$ cat src/rtl/grid_load_sequencer.sv
// rtl/grid_load_sequencer.sv - loads a 9x9 puzzle from ROM into the grid, then arbitrates engine writes
//
// Ports:
//   clk, reset             clock and synchronous active-high reset
//   puzzle_sel, load_req   puzzle index and single-cycle reload request (honoured in READY only)
//   rom_addr, rom_val      puzzle ROM address out, cell value back one cycle later
//   user_req/row/col/val   engine single-cell write request
//   user_gnt               same-cycle grant for user_req
//   wr_en/row/col/val      grid write port
//   wr_fixed               fixed-mask bit written with the cell
//   ready, load_done       grid open for user writes / one-cycle pulse when a load completes
module grid_load_sequencer #(
  parameter int NUM_PUZZLES = 3,
  parameter int CELLS       = 81
) (
  input  logic       clk,
  input  logic       reset,
  input  logic [1:0] puzzle_sel,
  input  logic       load_req,
  output logic [7:0] rom_addr,
  input  logic [3:0] rom_val,
  input  logic       user_req,
  input  logic [3:0] user_row,
  input  logic [3:0] user_col,
  input  logic [3:0] user_val,
  output logic       user_gnt,
  output logic       wr_en,
  output logic [3:0] wr_row,
  output logic [3:0] wr_col,
  output logic [3:0] wr_val,
  output logic       wr_fixed,
  output logic       ready,
  output logic       load_done
);

  typedef enum logic [1:0] {START, LOAD, DRAIN, READY} state_t;

  localparam logic [6:0] LAST_IDX = 7'(CELLS - 1);
  localparam logic [7:0] CELLS_W  = 8'(CELLS);

  state_t     state_q, state_d;
  logic       latch_sel;
  logic [1:0] sel_q;
  logic [1:0] sel_mapped;
  logic [6:0] idx_q;
  logic [3:0] row_q, col_q;
  logic       p_valid_q;
  logic [3:0] p_row_q, p_col_q;
  logic       done_q;
  logic [3:0] clean_val;

  // Out-of-range puzzle indices fall back to puzzle 0 so the ROM address never overflows.
  assign sel_mapped = (32'(puzzle_sel) < NUM_PUZZLES) ? puzzle_sel : 2'd0;

  always_comb begin
    state_d   = state_q;
    latch_sel = 1'b0;
    case (state_q)
      START: begin
        state_d   = LOAD;
        latch_sel = 1'b1;
      end
      LOAD: begin
        if (idx_q == LAST_IDX) state_d = DRAIN;
      end
      DRAIN: begin
        state_d = READY;
      end
      READY: begin
        if (load_req) begin
          state_d   = LOAD;
          latch_sel = 1'b1;
        end
      end
      default: state_d = START;
    endcase
  end

  always_ff @(posedge clk) begin
    if (reset) begin
      state_q   <= START;
      sel_q     <= 2'd0;
      idx_q     <= 7'd0;
      row_q     <= 4'd0;
      col_q     <= 4'd0;
      p_valid_q <= 1'b0;
      p_row_q   <= 4'd0;
      p_col_q   <= 4'd0;
      done_q    <= 1'b0;
    end else begin
      state_q <= state_d;
      if (latch_sel) sel_q <= sel_mapped;

      // Counters only run in LOAD; they sit at zero otherwise so every load starts at cell 0.
      if (state_q == LOAD && idx_q != LAST_IDX) begin
        idx_q <= idx_q + 7'd1;
        if (col_q == 4'd8) begin
          col_q <= 4'd0;
          row_q <= row_q + 4'd1;
        end else begin
          col_q <= col_q + 4'd1;
        end
      end else begin
        idx_q <= 7'd0;
        row_q <= 4'd0;
        col_q <= 4'd0;
      end

      // One-stage pipeline aligns the cell coordinates with the ROM's one-cycle read latency.
      p_valid_q <= (state_q == LOAD);
      p_row_q   <= row_q;
      p_col_q   <= col_q;

      // DRAIN is always followed by READY, so this marks the first READY cycle.
      done_q <= (state_q == DRAIN);
    end
  end

  assign rom_addr  = 8'(sel_q) * CELLS_W + 8'(idx_q);
  assign ready     = (state_q == READY);
  assign load_done = done_q;
  assign user_gnt  = user_req && (state_q == READY) && !load_req;

  // Corrupt ROM entries above 9 are written as blank, non-fixed cells.
  assign clean_val = (rom_val > 4'd9) ? 4'd0 : rom_val;

  // Load writes and user grants never overlap: the pipeline is only valid in LOAD/DRAIN,
  // grants only happen in READY.
  always_comb begin
    wr_en    = 1'b0;
    wr_row   = p_row_q;
    wr_col   = p_col_q;
    wr_val   = clean_val;
    wr_fixed = 1'b0;
    if (p_valid_q) begin
      wr_en    = 1'b1;
      wr_fixed = (clean_val != 4'd0);
    end else if (user_gnt) begin
      wr_row = user_row;
      wr_col = user_col;
      wr_val = user_val;
      // Off-grid targets are acknowledged but dropped.
      wr_en  = (user_row <= 4'd8) && (user_col <= 4'd8);
    end
  end

endmodule
$ cat config.mk
export PLATFORM = sky130hd
export DESIGN_NAME = grid_load_sequencer
export DESIGN_NICKNAME = d
export VERILOG_FILES = /design/src/rtl/grid_load_sequencer.sv
export SDC_FILE = /design/constraint.sdc
export NUM_CORES = 1
export LEC_CHECK = 0
export CAP_MARGIN = 20
export CELL_PAD_IN_SITES_DETAIL_PLACEMENT = 0
export CELL_PAD_IN_SITES_GLOBAL_PLACEMENT = 2
export CORE_MARGIN = 3
export CORE_UTILIZATION = 25
export CTS_CLUSTER_DIAMETER = 60
export DETAILED_ROUTE_END_ITERATION = 7
export GPL_TIMING_DRIVEN = 0
export HOLD_SLACK_MARGIN = 0.12
export PLACE_DENSITY = 0.79
export SYNTH_ARGS = -nofsm -noshare
export SYNTH_HDL_FRONTEND = slang
export SYNTH_SLANG_ARGS = --single-unit
$ cat constraint.sdc
create_clock -name clk -period 1.72 [get_ports clk]
set_input_delay 0.344 -clock clk [delete_from_list [all_inputs] [get_ports clk]]
set_output_delay 0.344 -clock clk [all_outputs]
set_load 0.01 [all_outputs]
* Yosys cells after proc, flatten, opt, wreduce, memory -nomap -nowiden
Index checks and enable logic that the tools add are counted.
** Storage, ports and cells
- Bits in registers :: 29
- Bits in latches :: 0
- Memory bits (writable) :: 0
- Bits in read-only memories :: 0
- Memories :: 0
** Cells by class
- Add/sub/neg operators :: 4
- Multiply operators :: 1
- Divide/modulo/power cells :: 0
- $lt $le $gt $ge :: 4
- Equality and inequality tests :: 8
- Shifts and indexed selects :: 0
- Mux-type cells :: 16
- Bitwise operators :: 1
- Reductions and logical operators :: 10
** Operators with widths (count)
- 4-bit 2-to-1 mux :: 7
- 4-bit by 1-bit adder with 4-bit output, second input constant :: 2
- 8-bit by 7-bit adder with 8-bit output :: 1
- 4-bit less-or-equal comparator, second input constant :: 2
- 2-bit by 7-bit multiplier with 8-bit output, second input constant :: 1
- 2-bit one-hot mux with 4 select lines :: 1
- 7-bit by 1-bit adder with 7-bit output, second input constant :: 1
- 7-bit equality test, second input constant :: 1
- 7-bit inequality test, second input constant :: 1
- 2-bit 2-to-1 mux :: 3
- 2-bit equality test, second input constant :: 2
- 4-bit equality test, second input constant :: 1
- 4-bit greater-than comparator, second input constant :: 1
- 1-bit logical AND :: 4
- 1-bit 2-to-1 mux :: 4
- 2-bit inequality test, second input constant :: 2
- 4-bit nonzero test :: 1
- 3-bit OR reduction :: 1
- 2-bit by 1-bit equality test with 1-bit output, second input constant :: 1
- 2-bit logical NOT :: 1
- 2-bit < comparator, second input constant :: 1
- 1-bit one-hot mux with 2 select lines :: 1
- 2-bit AND reduction :: 1
- 2-bit OR reduction :: 1
- 2 further kinds :: 2

* Depth between registers and ports, before layout
- Depth in word-level cells :: 5
- Mapped depth :: 7
- Mapped depth without buffers :: 7

* Worst setup path before layout
No wires, ideal clock.
- Path type :: register to output
- From :: reg sel_q[1]
- To :: out rom_addr[7]
- Arrival :: 1.676 ns
- Required time :: 1.376 ns
- Slack :: -0.300 ns
- Cell stages (with the launch flop) :: 8
- Buffers on the path :: 0
- Cell sequence :: dfxtp_1 ha_1 ha_1 inv_1 fa_1 o21bai_1 a21oi_1 xnor2_1
** On the way
- Word-level cells in the longest chain between the ends :: 2
** Ends and longest elaborated chain
- from (decl) :: line 43 : logic [1:0] sel_q;
- from (signal assigned) :: line 92 : if (latch_sel) sel_q <= sel_mapped;
- 2-bit by 7-bit multiplier with 8-bit output :: line 119 : assign rom_addr = 8'(sel_q) * CELLS_W + 8'(idx_q);
- 8-bit by 7-bit adder with 8-bit output :: line 119
- to (decl) :: line 20 : output logic [7:0] rom_addr,
Every way passes these cells.

* Final worst setup path
- From :: reg sel_q[1]
- To :: out rom_addr[5]
The elaborated chain is that of the path after synthesis.

==> insert_results.sql <==
INSERT INTO impl_metrics (metric_group, metric, value, unit) VALUES
('setup_path', 'worstSetupStartpoint', 'sel_q[1]$_SDFFE_PP0P_', ''),
('placement', 'gp_congestion', '0.6733', ''),
('setup_path', 'cp_top_family', 'adder cells', ''),
('placement', 'port_buffers', '46', ''),
('setup_path', 'worst-setup-path-type', 'register to output port', ''),
('sta', 'min_period', '2269', 'ps'),
('detailed_routing', 'initialDrtViolationCount', '39', ''),
('detailed_routing', 'final_routed_wirelength_across_all_metal_layers', '3848', 'um'),
('floorplanning', 'std_cell_rows', '28', ''),
('detailed_routing', 'number_of_nets_with_antenna_violations_after_routing', '0', ''),
('power', 'part_of_the_power_in_registers', '44.5', '%'),
('clock_network', 'cts_root_buffer_type', 'clkbuf_8', ''),
('global_route', 'grt.overflow.total', '0', ''),
('global_route', 'number_of_antenna_violations_at_the_first_check_in_global_routing', '0', ''),
('setup_path', 'crit_fanout', '4', ''),
('layout', 'drive_above_1_share', '36.29', '%'),
('synth', 'syn_avg_cell_area', '9.075', 'um^2'),
('layout', 'n_fill_cell', '631', ''),
('layout', 'layout_nets', '289', ''),
('setup_path', 'critical_path_arrival', '1930', 'ps'),
('synth', 'ys_types', '37', ''),
('clock_network', 'clock_sink_count', '29', ''),
('setup_path', 'required', '1380', 'ps'),
('clock_network', 'clk_transition_reported_paths', '60', 'ps'),
('synth', 'syn-num-nets', '219', ''),
('setup_path', 'crit_path_start_kind', 'register', ''),
('power', 'swShare', '25.91', '%'),
('placement', 'place_worst_setup_slack', '-862.9', 'ps'),
('floorplanning', 'floorplan.core_area', '6096', 'um^2'),
('floorplanning', 'initial_standard_cell_utilization_of_the_core', '26.50', '%'),
('status', 'status', 'complete, but fails checks', ''),
('sta', 'max_freq', '440.6', 'MHz'),
('clock_network', 'ctsHtreeMaxLevel', '2', ''),
('power', 'switchingPower', '422.5', 'uW'),
('sta', 'final-max-slew-violation-count', '0', ''),
('floorplanning', 'die_h', '86.38', 'um'),
('setup_path', 'critical_path.max_stage_delay', '370', 'ps'),
('detailed_routing', 'detail_route.vias_per_cell', '4.353', ''),
('sta', 'setup_viol', '19', ''),
('synth', 'synthesis.yosys.warnings', '0', ''),
('setup_path', 'rr_startpoint', 'idx_q[1]$_SDFF_PP0_', ''),
('setup_path', 'critical_path.slowest_cell', 'dfxtp_4', ''),
('sta', 'final.setup_skew', '3.197', 'ps'),
('power', 'power_density', '639.5', 'nW/um^2'),
('layout', 'flow.area_growth_from_synthesis', '57.86', '%'),
('sta', 'worst-slew-pin-transition', '490.1', 'ps'),
('clock_network', 'cts_tree', 'built', ''),
('synth', 'ys_seq_area_share', '35.94', '%'),
('sta', 'grt_setup_unrepaired', 'true', ''),
('floorplanning', 'ioPinCount', '47', ''),
('global_route', 'grt_first_pass_wirelength', '6368', 'um'),
('layout', 'seqCellArea', '599.3', 'um^2'),
('clock_network', 'clkLatencyLatePin', '280', 'ps'),
('detailed_routing', 'detailroute.via_count', '1406', ''),
('worst_hold_path', 'holdCritStartpoint', 'idx_q[0]$_SDFF_PP0_', ''),
('sta', 'min_period_over_period', '131.9', '%'),
('placement', 'place.detailed.hpwl', '2771', 'um'),
('power', 'leakagePower', '0.001081', 'uW'),
('sta', 'setup_slack', '-549.4', 'ps'),
('worst_hold_path', 'timing.hold.worst.class', 'register to register', ''),
('status', 'failed_checks', 'negative setup slack', ''),
('placement', 'placed_cell_area', '2237', 'um^2'),
('synth', 'synth-seq-cells', '29', ''),
('clock_network', 'clock_path_buffers', '2', ''),
('clock_network', 'number_of_cts_inserted_buffers', '5', ''),
('synth', 'yosys.area.top_type', 'dfxtp_1', ''),
('global_route', 'grt_max_degree', '11', ''),
('setup_path', 'crit_chain', 'ha_4 > ha_4 > inv_2 > fa_2 > buf_4 > nor2_2 > xor2_1 > buf_2', ''),
('setup_path', 'critical_path.most_common_cell', 'ha_4', ''),
('setup_path', 'worstPathBufferInverterCount', '3', ''),
('detailed_routing', 'drtPass1Iterations', '2', '');
[synthesized netlist by cell type, drive strengths merged]
cell	instances
dfxtp	29
nor2	22
ha	18
nand2	15
inv	12
xnor2	10
nor2b	9
mux2	8
o21ai	8
a21oi	7
xor2	6
buf	4
nand3	3
and3	2
and3b	2
clkbuf	2
nand2b	2
nand3b	2
o211ai	2
o31ai	2
a211o	1
a21o	1
a31o	1
a41oi	1
and2	1
fa	1
mux2i	1
nand4	1
nand4b	1
nor3b	1
o21bai	1
or2	1
or3	1
[flip-flops by register name, indices dropped and copies added, names as in the netlist]
signal and count:
row_q 4, col_q 4, p_valid_q 1, sel_q 2, idx_q 7, load_done 1, state_q 2, p_col_q 4
p_row_q 4
[path summary, 6_finish.rpt]
| path | endpoint | slack, ps | cells past startpoint |
|---|---|---|---|
| max reg2reg | state_q[1]$_SDFFE_PP0P_ | 60 | 7 |
| min | idx_q[0]$_SDFF_PP0_ | 450 | 1 |
| max | rom_addr[5] | -550 | 8 |
| min reg2reg | idx_q[0]$_SDFF_PP0_ | 450 | 1 |
[layer usage]
metal  up-vias  GRT usage, %  routed length [um]
li1        728             -                   -
met3         6         2.091                 220
met4         0         5.099                  66
met2        32         18.43                1906
met5         -             0                   0
met1       640         12.59                1654
[metrics by stage]
| stage | hold slack, ps | instances | util (%) | TNS [ps] | power [uW] |
|---|---|---|---|---|---|
| after detailed placement | 449.9 | 299 | 36.70 | -13580 | 1060 |
| after global placement | 447.5 | 299 | 36.70 | -13580 | 1061 |
| after floorplan | 415.6 | 178 | - | -301.3 | 903.8 |
| final | 449.9 | 323 | 41.83 | -6963 | 1631 |
| after CTS | 452.5 | 321 | 40.91 | -6991 | 1638 |
| after global routing | 468.5 | 323 | 41.83 | -8293 | 1724 |
[final cells by class]
class / instances / share of cell area [%]
timing repair buffer: 64 / 23.01
tap: 75 / 3.680
sequential: 29 / 23.50
buffer: 5 / 1.619
clock buffer: 7 / 3.386
inverter: 12 / 1.766
multi-input combinational: 131 / 43.03
[power groups by stage]
stage               combinational, uW  clock, uW  sequential, uW
floorplan                         167          0             737
global placement                  318          0             744
detailed placement                317          0             743
CTS                               340        574             725
global route                      388        607             729
finish                            350        556             725
[timing repair]
action                     4_1_cts  5_1_grt
setup buffers                   15        3
setup endpoints to repair       23       32
gates resized for setup        128       20
pin swaps                       13        9
[logic make-up (layout without fill, tap and decap cells)]
| group | after synthesis | after routing | synth area share [%] |
|---|---|---|---|
| adders and majority gates | 19 | 19 | 15.18 |
| xor gates and xnor gates | 16 | 16 | 8.675 |
| and+or+nand+nor | 63 | 63 | 19.68 |
| muxes | 9 | 9 | 6.197 |
| buffers and inverters | 18 | 88 | 5.267 |
| DFF | 29 | 29 | 35.94 |
| AOI/OAI and AO/OA | 24 | 24 | 9.063 |
[cells in the final DEF (no fill, tap or decap), types with 9 or more instances in the layout]
master / instances
buf_2: 10
buf_4: 9
buf_6: 20
clkdlybuf4s50_1: 18
dfxtp_1: 22
ha_1: 11
inv_1: 9
nand2_1: 13
nor2_1: 20
xnor2_1: 10
Note: power is estimated with default switching activity, not from simulation.
